$ cat config.mk
export PLATFORM = sky130hd
export DESIGN_NAME = pix_ram_arbiter
export DESIGN_NICKNAME = d
export VERILOG_FILES = /design/src/rtl/pix_ram_arbiter.sv
export SDC_FILE = /design/constraint.sdc
export NUM_CORES = 1
export LEC_CHECK = 0
export ABC_AREA = 1
export CAP_MARGIN = 25
export CORE_MARGIN = 2
export CORE_UTILIZATION = 32
export CTS_CLUSTER_SIZE = 12
export DETAILED_ROUTE_END_ITERATION = 10
export HOLD_SLACK_MARGIN = 0.12
export SLEW_MARGIN = 30
export SYNTH_ARGS = -nofsm -noshare
export SYNTH_HDL_FRONTEND = slang
export SYNTH_SLANG_ARGS = --single-unit
$ cat constraint.sdc
create_clock -name clk -period 5.1 [get_ports clk]
set_input_delay 1.02 -clock clk [delete_from_list [all_inputs] [get_ports clk]]
set_output_delay 1.02 -clock clk [all_outputs]
set_load 0.02 [all_outputs]
$ cat src/rtl/pix_ram_arbiter.sv
// Round-robin read arbiter sharing one 60x60 pixel RAM among scanning engines.
// Fixed 2-cycle grant-to-data latency, one read per cycle, no back-pressure.
module pix_ram_arbiter #(
    parameter int unsigned NREQ    = 3,
    parameter int unsigned XSZ     = 6,
    parameter int unsigned YSZ     = 6,
    parameter int unsigned ADDRSZ  = 12,
    parameter int unsigned COLSZ   = 3,
    parameter int unsigned XRES    = 60,
    parameter int unsigned YRES    = 60,
    parameter int unsigned OOB_VAL = 0
) (
    input  logic                  clk,
    input  logic                  resetn,
    input  logic [NREQ-1:0]       req,
    input  logic [NREQ*XSZ-1:0]   req_x,
    input  logic [NREQ*YSZ-1:0]   req_y,
    output logic [NREQ-1:0]       gnt,
    output logic [NREQ-1:0]       rd_valid,
    output logic [COLSZ-1:0]      rd_data,
    output logic [ADDRSZ-1:0]     ram_addr,
    input  logic [COLSZ-1:0]      ram_q,
    output logic                  busy
);

    localparam int unsigned TW = (NREQ > 1) ? $clog2(NREQ) : 1;
    localparam logic [XSZ:0] XLIM = (XSZ + 1)'(XRES);
    localparam logic [YSZ:0] YLIM = (YSZ + 1)'(YRES);

    logic [TW-1:0]     r_rr;
    logic              r_s1_v, r_s2_v;
    logic [TW-1:0]     r_s1_tag, r_s2_tag;
    logic              r_s1_oob, r_s2_oob;
    logic [ADDRSZ-1:0] r_ram_addr;

    logic              w_gnt_any;
    logic [TW-1:0]     w_gidx;
    logic [TW-1:0]     w_rr_nxt;
    logic [XSZ-1:0]    w_x;
    logic [YSZ-1:0]    w_y;
    logic [ADDRSZ-1:0] w_x_ext, w_y_ext, w_addr;
    logic              w_oob;

    // Two passes: first from rr upward, then wrap to the indices below rr.
    always_comb begin
        w_gnt_any = 1'b0;
        w_gidx    = '0;
        for (int i = 0; i < NREQ; i++) begin
            if (!w_gnt_any && req[i] && (i >= int'(r_rr))) begin
                w_gnt_any = 1'b1;
                w_gidx    = TW'(i);
            end
        end
        for (int i = 0; i < NREQ; i++) begin
            if (!w_gnt_any && req[i]) begin
                w_gnt_any = 1'b1;
                w_gidx    = TW'(i);
            end
        end
        if (!resetn) begin
            w_gnt_any = 1'b0;
        end
        gnt = '0;
        if (w_gnt_any) begin
            gnt[w_gidx] = 1'b1;
        end
    end

    assign w_rr_nxt = (w_gidx == TW'(NREQ - 1)) ? '0 : w_gidx + 1'b1;
    assign w_x      = req_x[w_gidx*XSZ +: XSZ];
    assign w_y      = req_y[w_gidx*YSZ +: YSZ];
    assign w_x_ext  = ADDRSZ'(w_x);
    assign w_y_ext  = ADDRSZ'(w_y);
    assign w_oob    = ({1'b0, w_x} >= XLIM) || ({1'b0, w_y} >= YLIM);

    generate
        if (XRES == 60) begin : g_addr_60
            // 60 = 32 + 16 + 8 + 4, so the multiply reduces to shifted adds.
            assign w_addr = (w_y_ext << 5) + (w_y_ext << 4) + (w_y_ext << 3)
                          + (w_y_ext << 2) + w_x_ext;
        end else begin : g_addr_mul
            assign w_addr = w_y_ext * ADDRSZ'(XRES) + w_x_ext;
        end
    endgenerate

    always_ff @(posedge clk) begin
        if (!resetn) begin
            r_rr       <= '0;
            r_s1_v     <= 1'b0;
            r_s2_v     <= 1'b0;
            r_s1_tag   <= '0;
            r_s2_tag   <= '0;
            r_s1_oob   <= 1'b0;
            r_s2_oob   <= 1'b0;
            r_ram_addr <= '0;
        end else begin
            r_s1_v <= w_gnt_any;
            if (w_gnt_any) begin
                r_rr       <= w_rr_nxt;
                r_s1_tag   <= w_gidx;
                r_s1_oob   <= w_oob;
                r_ram_addr <= w_addr;
            end
            r_s2_v   <= r_s1_v;
            r_s2_tag <= r_s1_tag;
            r_s2_oob <= r_s1_oob;
        end
    end

    // Reads already in flight when reset is asserted must never be reported.
    always_comb begin
        rd_valid = '0;
        if (resetn && r_s2_v) begin
            rd_valid[r_s2_tag] = 1'b1;
        end
    end

    assign rd_data  = r_s2_oob ? COLSZ'(OOB_VAL) : ram_q;
    assign ram_addr = r_ram_addr;
    assign busy     = resetn & (r_s1_v | r_s2_v);

endmodule

==> impl_metrics.toml <==
[logic_synthesis]
synthXorXnorAreaFrac = 0.0284
syn_inst = 252
synth-compound-area-share = 0.108
synth_fp_nets = 328
ys_types = 30
synthArstFlopShare = 0
synth.mux.area_fraction = 0
yosys.area_share.simple = 0.229
ys_ff_latch = 22
yosys_most_used_dff = "dfxtp_1"
syn-mean-instance-area_um2 = 7.34
yosysWarnings = 0
synth_top_family_by_area = "adder cells"
ys_seq_area_frac = 0.238
synth_edf_count = 0
syn_area_um2 = 1850
synth_fa_ha_area_frac = 0.269

[sta]
hold_violations = 0
period_share = 0.914
rsz0062_at_grt = "no"
setup_violations = 0
tightest_slew_ns = 0.559
fmax_ghz = 0.214
skew_ns = 0.00766
period_minus_slack_ns = 4.66
relSlewSlack = 0.627
drv_slew = 0

[setup_path]
cp-end-kind = "flop"
crit_path_cell_trace = "dlymetal6s2s_1, a21oi_2, buf_4, nand3_2, nand2_4, buf_4, nand2_1, and3_1, fa_1, inv_1, fa_1, fa_1, ha_2, inv_1, fa_2, o21ai_2, a21oi_1, nor2_1, nor2_1, xor2_1, a21oi_1"
crit_required_ns = 5.31
cp-start-kind = "primary input"
cp.arrival_ns = 4.88
reg2reg_slack_ns = 0.80
critPathTopFamily = "adder cells"
slowest_stage = "fa_1"
path_common_cell = "fa_1"
path_buf_inv = 5
path_max_fanout = 6
slowest_delay_ns = 0.50
criticalPathCategory = "primary input to flop"

[pwr]
power_mw = 1.49
ir_drop_mv = 0.262
p_leak_nw = 1.49
powerDensity_nw_per_um2 = 495

[finish]
area_growth_pct = 62.3
nNetsFinal = 431
n_fill_cell = 524
seq_area_um2 = 440
post-route-cell-area_um2 = 3000
multi_input_area_um2 = 1250
antenna_cells = 0
drive_above_1_share = 0.186

[routing]
wl_per_cell_um = 11.4
via_per_inst = 4.46
num_vias = 1902
routed_wl_um = 4870
drc_errors = 0
ant_nets = 0
drtIter0Drc = 62
drt-pass1-iter-count = 4

[grt]
grt_pass1_vias = 1877
grt_max_degree = 14
grt_pass1_wl_um = 8110
grtUsageTotal = 0.160
antenna_found_initial = 0
grt_overflow = 0

[floorplanning]
initial_utilization = 0.334
io_pins = 66
die-area_um2 = 6410
die_w_um = 80.0
rows = 27
fp.dieH_um = 80.0
core_um2 = 5540

[clock_network]
path_clk_slew_ns = 0.08
cts_buffer_depth = 2
worstSkewPairLatency_ns = 0.27
clock-sinks = 22
cts_tree = "built"
ctsHtreeMaxLevel = 1
cts-buffers-inserted = 3
cts_root_buf = "clkbuf_8"

[job]
maxCapViolations = 0

[hold_path]
hold_class = "flop to flop"

[status]
outcome = "finished clean"

[placement]
dp_hpwl_um = 4110
place.gp.congestion = 0.846
dpl_cell_area_um2 = 2790
port_buffers = 65
-- state kept, by name, indices dropped and copies added (netlist names) --
signal / cells
r_s1_v: 1
r_s2_oob: 1
r_s2_v: 1
ram_addr: 12
r_rr: 2
r_s2_tag: 2
r_s1_tag: 2
r_s1_oob: 1
-- where the power goes --
group          total (mW)  switching (mW)  internal (mW)
clock               0.165          0.0604          0.105
combinational        1.09           0.516          0.569
sequential          0.236          0.0203          0.215
total                1.49           0.597          0.890
-- timing repair --
| item | 4_1_cts | 5_1_grt |
|---|---|---|
| buffers inserted | 0 | 7 |
| gates cloned | 0 | 0 |
| hold buffers | 0 | 0 |
| gates resized for setup | 3 | 19 |
| pin swaps | 2 | 12 |
| setup endpoints to repair | 3 | 5 |
-- final cells by class --
| type | count | share of cell area |
|---|---|---|
| multi-input combinational | 170 | 0.415 |
| tap | 72 | 0.0300 |
| clock inverter | 1 | 0.0100 |
| clock buffer | 3 | 0.0138 |
| sequential | 22 | 0.147 |
| timing repair buffer | 103 | 0.315 |
| inverter | 55 | 0.0688 |
-- Yosys cell counts, drive strengths merged (2+ instances only) --
master	count	area, um2
a31oi	2	12.5
inv	54	203
nor2	18	70.1
fa	13	260
a21oi	15	82.6
dfxtp	22	440
xor2	5	43.8
nand3b	3	22.5
o21ai	13	65.1
nand3	5	35.0
o22ai	4	25.0
nand2	60	235
ha	19	238
buf	4	26.3
and3	5	31.3
nand4	2	12.5
nor3	2	10.0
-- placed cells by master (no fill, tap or decap), types with 5 or more instances in the layout --
master and instances:
a21oi_1 10, buf_4 37, clkdlybuf4s50_1 62, dfxtp_1 22, fa_1 11, ha_1 16, inv_1 51, nand2_1 55
nor2_1 17, o21ai_0 12, xor2_1 5
-- path summary, 6_finish.rpt --
path | start | endpoint | depth (start not counted)
worst max-delay path | req[1] | ram_addr[11] | 21
worst min-delay path | r_s1_tag[1] | r_s2_tag[1] | 2
worst max register to register | r_rr[1] | ram_addr[11] | 21
worst min register to register | r_s1_tag[1] | r_s2_tag[1] | 2
-- metrics by stage --
stage | cells | utilization | setup slack (ns) | hold slack (ns) | TNS [ns]
detailed placement | 415 | 0.504 | -0.404 | 0.416 | -1.29
finish | 426 | 0.542 | 0.436 | 0.419 | 0
floorplan | 252 | - | 0.182 | 0.405 | 0
global route | 426 | 0.542 | 0.170 | 0.442 | 0
CTS | 419 | 0.519 | 0.00902 | 0.425 | 0
global placement | 415 | 0.504 | -0.280 | 0.410 | -0.774
-- layer usage --
metal  global-route usage  vias to the layer above  routed length (um)
li1                     -                      980                   -
met1                0.194                      866                2150
met2                0.289                       47                2450
met3               0.0249                        9                 208
met4               0.0458                        0                  68
met5                    0                        -                   0
-- kinds of logic (layout without fill, tap and decap cells) --
group	Yosys count	in the layout
buf+inv	60	162
flops	22	22
fa+ha+maj	32	32
simple gates	96	96
xor+xnor	6	6
compound gates	36	36
-- worst min-delay path: stages, from the launching register on --
cell and delay, ns:
dfxtp_1 0.31, nand2_1 0.05, inv_1 0.03
(Power assumes the default switching activity.)
